--- src/rtl/io_bus_peripheral_pkg.sv ---
// Shared constants for the IO bus peripheral: register addresses and
// active-low seven-segment patterns ordered {g,f,e,d,c,b,a}.
package io_bus_peripheral_pkg;

  localparam logic [7:0] IO_LED       = 8'h00;
  localparam logic [7:0] IO_IN_STATUS = 8'h04;
  localparam logic [7:0] IO_IN_DATA   = 8'h08;
  localparam logic [7:0] IO_SEG       = 8'h0C;
  localparam logic [7:0] IO_CNT       = 8'h10;

  localparam logic       SEG_DP_OFF = 1'b1;

  localparam logic [6:0] SEG_HEX_0 = 7'h40;
  localparam logic [6:0] SEG_HEX_1 = 7'h79;
  localparam logic [6:0] SEG_HEX_2 = 7'h24;
  localparam logic [6:0] SEG_HEX_3 = 7'h30;
  localparam logic [6:0] SEG_HEX_4 = 7'h19;
  localparam logic [6:0] SEG_HEX_5 = 7'h12;
  localparam logic [6:0] SEG_HEX_6 = 7'h02;
  localparam logic [6:0] SEG_HEX_7 = 7'h78;
  localparam logic [6:0] SEG_HEX_8 = 7'h00;
  localparam logic [6:0] SEG_HEX_9 = 7'h10;
  localparam logic [6:0] SEG_HEX_A = 7'h08;
  localparam logic [6:0] SEG_HEX_B = 7'h03;
  localparam logic [6:0] SEG_HEX_C = 7'h46;
  localparam logic [6:0] SEG_HEX_D = 7'h21;
  localparam logic [6:0] SEG_HEX_E = 7'h06;
  localparam logic [6:0] SEG_HEX_F = 7'h0E;

endpackage

--- src/rtl/io_bus_peripheral_hex7seg.sv ---
// Combinational hex digit to active-low seven-segment decoder.
module hex7seg
  import io_bus_peripheral_pkg::*;
(
  input  logic [3:0] i_hex,
  output logic [6:0] o_seg
);

  // NOTE: every path assigns o_seg (default arm included), so no latch is inferred.
  always_comb begin
    o_seg = SEG_HEX_0;
    case (i_hex)
      4'h0:    o_seg = SEG_HEX_0;
      4'h1:    o_seg = SEG_HEX_1;
      4'h2:    o_seg = SEG_HEX_2;
      4'h3:    o_seg = SEG_HEX_3;
      4'h4:    o_seg = SEG_HEX_4;
      4'h5:    o_seg = SEG_HEX_5;
      4'h6:    o_seg = SEG_HEX_6;
      4'h7:    o_seg = SEG_HEX_7;
      4'h8:    o_seg = SEG_HEX_8;
      4'h9:    o_seg = SEG_HEX_9;
      4'hA:    o_seg = SEG_HEX_A;
      4'hB:    o_seg = SEG_HEX_B;
      4'hC:    o_seg = SEG_HEX_C;
      4'hD:    o_seg = SEG_HEX_D;
      4'hE:    o_seg = SEG_HEX_E;
      default: o_seg = SEG_HEX_F;
    endcase
  end

endmodule

--- src/rtl/io_bus_peripheral.sv ---
// Memory-mapped IO responder: LEDs, multiplexed 8-digit display, debounced
// button-qualified switch capture with valid/ack handshake, cycle counter.
module io_bus_peripheral
  import io_bus_peripheral_pkg::*;
#(
  parameter logic [15:0] DEBOUNCE_CYCLES = 16'd50000,
  parameter logic [16:0] SCAN_DIV        = 17'd100000
) (
  input  logic        clk,
  input  logic        rst,
  input  logic [7:0]  io_addr,
  input  logic [31:0] io_dout,
  input  logic        io_we,
  output logic [31:0] io_din,
  input  logic [15:0] sw,
  input  logic        btn,
  output logic [15:0] led,
  output logic [7:0]  an,
  output logic [7:0]  seg
);

  logic [15:0] r_led;
  logic [31:0] r_seg_data;
  logic [31:0] r_cnt;
  logic        r_in_valid;
  logic [15:0] r_sw_latched;

  logic        r_btn_s1, r_btn_s2;
  logic [15:0] r_sw_s1, r_sw_s2;
  logic [15:0] r_db_cnt;
  logic        r_btn_db, r_btn_db_d;
  logic        r_armed;

  logic [16:0] r_scan_cnt;
  logic [2:0]  r_digit;

  logic        w_wr_led, w_wr_seg, w_wr_cnt, w_ack;
  logic        w_rise, w_take;
  logic [3:0]  w_nibble;
  logic [6:0]  w_hex;
  logic [31:0] w_din;

  assign w_wr_led = io_we && (io_addr == IO_LED);
  assign w_ack    = io_we && (io_addr == IO_IN_STATUS);
  assign w_wr_seg = io_we && (io_addr == IO_SEG);
  assign w_wr_cnt = io_we && (io_addr == IO_CNT);

  // A held button at reset release must not count as a press: r_armed
  // only rises once the synced level has been seen low.
  assign w_rise = r_btn_db && !r_btn_db_d && r_armed;
  assign w_take = w_rise && (!r_in_valid || w_ack);

  // NOTE: synchronizer flops carry no reset; they only track the pins, and
  // keeping the live level through reset is what lets r_armed see a held button.
  always_ff @(posedge clk) begin
    r_btn_s1 <= btn;
    r_btn_s2 <= r_btn_s1;
    r_sw_s1  <= sw;
    r_sw_s2  <= r_sw_s1;
  end

  // NOTE: sequential state uses non-blocking assignments so every flop samples pre-edge values.
  always_ff @(posedge clk) begin
    if (!rst) begin
      r_led        <= '0;
      r_seg_data   <= '0;
      r_cnt        <= '0;
      r_in_valid   <= 1'b0;
      r_sw_latched <= '0;
      r_db_cnt     <= '0;
      r_btn_db     <= 1'b0;
      r_btn_db_d   <= 1'b0;
      r_armed      <= 1'b0;
      r_scan_cnt   <= '0;
      r_digit      <= '0;
    end else begin
      if (w_wr_led) r_led      <= io_dout[15:0];
      if (w_wr_seg) r_seg_data <= io_dout;
      r_cnt <= w_wr_cnt ? io_dout : r_cnt + 32'd1;

      if (r_btn_s2 == r_btn_db) begin
        r_db_cnt <= '0;
      end else if (r_db_cnt == DEBOUNCE_CYCLES - 16'd1) begin
        r_btn_db <= r_btn_s2;
        r_db_cnt <= '0;
      end else begin
        r_db_cnt <= r_db_cnt + 16'd1;
      end
      r_btn_db_d <= r_btn_db;
      if (!r_btn_s2) r_armed <= 1'b1;

      // An accepted edge beats a coincident acknowledge.
      if (w_take) begin
        r_in_valid   <= 1'b1;
        r_sw_latched <= r_sw_s2;
      end else if (w_ack) begin
        r_in_valid <= 1'b0;
      end

      if (r_scan_cnt == SCAN_DIV - 17'd1) begin
        r_scan_cnt <= '0;
        r_digit    <= r_digit + 3'd1;
      end else begin
        r_scan_cnt <= r_scan_cnt + 17'd1;
      end
    end
  end

  always_comb begin
    w_din = '0;
    case (io_addr)
      IO_LED:       w_din = {16'b0, r_led};
      IO_IN_STATUS: w_din = {31'b0, r_in_valid};
      IO_IN_DATA:   w_din = {16'b0, r_sw_latched};
      IO_SEG:       w_din = r_seg_data;
      IO_CNT:       w_din = r_cnt;
      default:      w_din = '0;
    endcase
  end

  assign w_nibble = r_seg_data[{r_digit, 2'b00} +: 4];

  hex7seg u_hex7seg (
    .i_hex (w_nibble),
    .o_seg (w_hex)
  );

  assign io_din = w_din;
  assign led    = r_led;
  assign an     = ~(8'h01 << r_digit);
  assign seg    = {SEG_DP_OFF, w_hex};

endmodule
--- config.mk ---
export PLATFORM = sky130hd
export DESIGN_NAME = io_bus_peripheral
export DESIGN_NICKNAME = d
export VERILOG_FILES = /design/src/rtl/io_bus_peripheral_pkg.sv /design/src/rtl/io_bus_peripheral_hex7seg.sv /design/src/rtl/io_bus_peripheral.sv
export SDC_FILE = /design/constraint.sdc
export NUM_CORES = 1
export LEC_CHECK = 0
export BUFFER_PORTS_ARGS = -buffer_cell sky130_fd_sc_hd__buf_2
export CAP_MARGIN = 20
export CELL_PAD_IN_SITES_DETAIL_PLACEMENT = 1
export CELL_PAD_IN_SITES_GLOBAL_PLACEMENT = 2
export CORE_UTILIZATION = 31
export DETAILED_ROUTE_END_ITERATION = 8
export GPL_ROUTABILITY_DRIVEN = 0
export PLACE_DENSITY_LB_ADDON = 0.1
export SLEW_MARGIN = 20
export SYNTH_ARGS = -nofsm -noshare
export SYNTH_HDL_FRONTEND = slang
export SYNTH_SLANG_ARGS = --single-unit
--- constraint.sdc ---
create_clock -name clk -period 2.4 [get_ports clk]
set_input_delay 0.12 -clock clk [delete_from_list [all_inputs] [get_ports clk]]
set_output_delay 0.12 -clock clk [all_outputs]
set_load 0.005 [all_outputs]
==> flow_metrics.tcl <==
set metrics [dict create \
    antenna_found_initial 0 \
    die-area_mm2 0.02507 \
    power.share.switching_pct 23.51 \
    worstHoldStart "rst" \
    dp_hpwl_um 17640 \
    die_w_um 158.3 \
    worstRegToRegCells 6 \
    r2r_setup_slack_ps 360 \
    synth_top_family_by_area "simple AND/OR/NAND/NOR gates" \
    die_height_um 158.3 \
    root_buffer "clkbuf_16" \
    clock_sinks 170 \
    avgRoutedWirePerCell_um 18.13 \
    cpLargestDelayFamily "multiplexers" \
    worstPathRequired_ps 2280 \
    cp-end-kind "primary output" \
    placed_cell_area_mm2 0.008627 \
    clk_latency_ps 430 \
    num_io_pins 124 \
    pwr-share-seq_pct 50.6 \
    stdcell_count 1342 \
    ys_top_cells_by_area "dfxtp_1, nand2_1, mux2i_1" \
    num_vias 6669 \
    syn-cell-area_mm2 0.007577 \
    synthTopCellsByCount "dfxtp_1, nand2_1, nor2_1" \
    portBuffers 122 \
    rows 56 \
    synth_top_cell_area_share_pct 44.91 \
    area_growth_pct 29.28 \
    synth-seq-cells 170 \
    fin_crit_sh_pct 105.7 \
    final_area_mm2 0.009796 \
    maxCapViolCount 0 \
    ys_warn_count 0 \
    drtAntennaViolNets 0 \
    synth_area_leader_cell "dfxtp_1" \
    synthXorXnorAreaFrac_pct 7.051 \
    critPathLaunchType "flop" \
    drt_first_pass_iters 4 \
    cts_tree "done" \
    cp.depth 10 \
    synthArstFlopShare_pct 0 \
    syn_avg_cell_area_um2 9.107 \
    whs_ps 113.0 \
    clk_pin_slew_ps 60 \
    grt_max_degree 42 \
    crit_slowest_cell "mux4_2" \
    intPower_mw 4.359 \
    rsz0062_at_grt "yes" \
    drc 0 \
    worst-setup-path-type "reg2out" \
    cts_buffers 17 \
    clkPwrFrac_pct 44.8 \
    max-slew-margin-rel_pct 44.94 \
    drive_gt1_share_pct 21.99 \
    synth_edf_count 0 \
    track_usage_pct 20.29 \
    dp.cells 1254 \
    crit_start "r_digit[0]$_SDFFE_PN0N_" \
    r2r_start "r_scan_cnt[0]$_SDFF_PP0_" \
    synth_ff_type "dfxtp_1" \
    ir_drop_mv 0.3596 \
    min_path_type "in2reg" \
    critPathMaxStageDelay_ps 540 \
    core_area_mm2 0.02375 \
    synthMuxAreaShare_pct 7.150 \
    path_max_fanout 8 \
    max_freq_mhz 394.3 \
    start_util_pct 31.90 \
    grt_overflow 0 \
    synth_fp_nets 906 \
    diodes 0 \
    wirelength_um 24330 \
    synth_most_common_cell "dfxtp_1" \
    grt_pass1_vias 7017 \
    switching_power_mw 1.340 \
    fin_setup_tns_ps -710.3 \
    period_needed_ps 2536 \
    worst_pin_slew_ps 814.4 \
    crit_chain "buf_12, mux4_2, mux2i_4, inv_2, buf_4, ha_4, nand2_1, o21ai_2, o21a_1, buf_2" \
    hold_viol 0 \
    seq_area_frac_synth_pct 44.91 \
    synth_compound_area_share_pct 15.11 \
    skew_ps 11.76 \
    synth_fa_ha_area_share_pct 2.312 \
    p_comb_share_pct 4.5 \
    drt_iter0_drc 316 \
    synth-simple-area-share_pct 19.83 \
    clk_path_buf_depth 2 \
    leakage_nw 3.981 \
    p_per_area_mw_per_mm2 581.7 \
    via_per_inst 4.969 \
    arrival_ps 2420 \
    setup_violations 7 \
    endpoint "seg[3]" \
    crit_buf_inv 4 \
    syn_inst 832 \
    setup_ws_ps -136.1 \
    grt_first_pass_wirelength_um 38710 \
    maxSlewViolCount 0 \
    status "finished with violations" \
    nNetsFinal 1085 \
    rr_endpoint "r_scan_cnt[12]$_SDFF_PP0_" \
    synth.distinct_cells 48 \
    htreeDepth 4 \
    violations "setup timing" \
]
==> repair_timing <==
| action | CTS | global route |
|---|---|---|
| cloned | 0 | 1 |
| hold buffers | 49 | 0 |
| gates resized for setup | 14 | 11 |
| endpoints found under the hold margin | 79 | 0 |
| buffers inserted | 6 | 1 |
| endpoints found under the setup margin | 7 | 7 |
| pin swaps | 5 | 2 |
==> flip-flops by register name, summed over array words and instances, names as in the netlist, 3 cells and up <==
| register | count |
|---|---|
| r_seg_data | 32 |
| r_sw_s1 | 16 |
| r_scan_cnt | 17 |
| r_cnt | 32 |
| r_sw_latched | 16 |
| r_sw_s2 | 16 |
| r_digit | 3 |
| r_db_cnt | 16 |
| led | 16 |
==> power groups by stage <==
stage	clock network, mW	registers, mW	logic (mW)
4_1_cts	2.64	2.89	0.263
3_3_place_gp	0	2.95	0.195
6_report	2.55	2.89	0.259
3_5_place_dp	0	2.95	0.199
5_1_grt	2.78	2.89	0.283
2_1_floorplan	0	2.94	0.0939
==> cell families (layout without fill, tap and decap cells) <==
family,Yosys count,after routing
simple gates,316,316
xor+xnor,61,61
other cells,1,1
mux,44,44
fa+ha+maj,14,14
flops,170,170
buf+inv,63,254
compound gates,163,163
==> worst min path at each step <==
stage / slack, ps / cells past startpoint / end
after CTS: 100 / 2 / r_digit[2]$_SDFFE_PN0N_
final: 110 / 2 / r_digit[2]$_SDFFE_PN0N_
after floorplan: 150 / 0 / r_btn_s1$_DFF_P_
after global placement: 220 / 1 / r_sw_s1[12]$_DFF_P_
after detailed placement: 220 / 1 / r_sw_s1[6]$_DFF_P_
after global routing: 120 / 2 / r_seg_data[17]$_SDFFE_PN0P_
==> through the flow <==
step	util [%]	setup slack [ps]	total power, mW
floorplan	-	136.4	3.039
global placement	36.32	207.2	3.145
detailed placement	36.32	59.97	3.151
CTS	40.98	-151.2	5.787
global route	41.24	-256.0	5.949
finish	41.24	-136.1	5.699
==> placed cells by master, fill, tap and decap left out, drive strengths merged, types with 14 or more instances in the layout <==
cell type / synthesis / layout
a22oi: 16 / 16
nor2: 61 / 61
clkbuf: 32 / 19
nand4: 22 / 22
o21ai: 32 / 32
ha: 14 / 14
a22o: 19 / 19
inv: 15 / 19
a21boi: 50 / 50
nor2b: 21 / 21
mux2i: 35 / 35
dlygate4sd3: 0 / 49
xnor2: 21 / 21
buf: 16 / 159
a21oi: 25 / 25
xor2: 40 / 40
nand3: 26 / 26
dfxtp: 170 / 170
nand2: 139 / 139
==> metal layers <==
layer  up-vias  share of wire, %  wire, um  GRT usage [%]
met3        23               3.2       779          3.293
li1       3241                 -         -              -
met1      3275                48     11650          26.63
met5         -                 0         0              0
met2       130                47     11510          34.09
met4         0               1.6       386          5.952
==> worst reg2reg max path, delay by kind of cell, from the launching register on <==
kind	cells	cell delay (ps)
DFF	1	400
adders and majority gates	1	270
xor gates and xnor gates	1	190
and+or+nand+nor	4	1080
==> layout make-up <==
type                            count  area [um^2]
Fill cell                        2758        13960
Multi-Input combinational cell    599         3981
Sequential cell                   170         3408
Timing Repair Buffer              208         1418
Clock buffer                       19        442.9
Tap cell                          319        399.1
Clock inverter                     12        90.09
Inverter                           15        56.30
(Power assumes the default switching activity.)
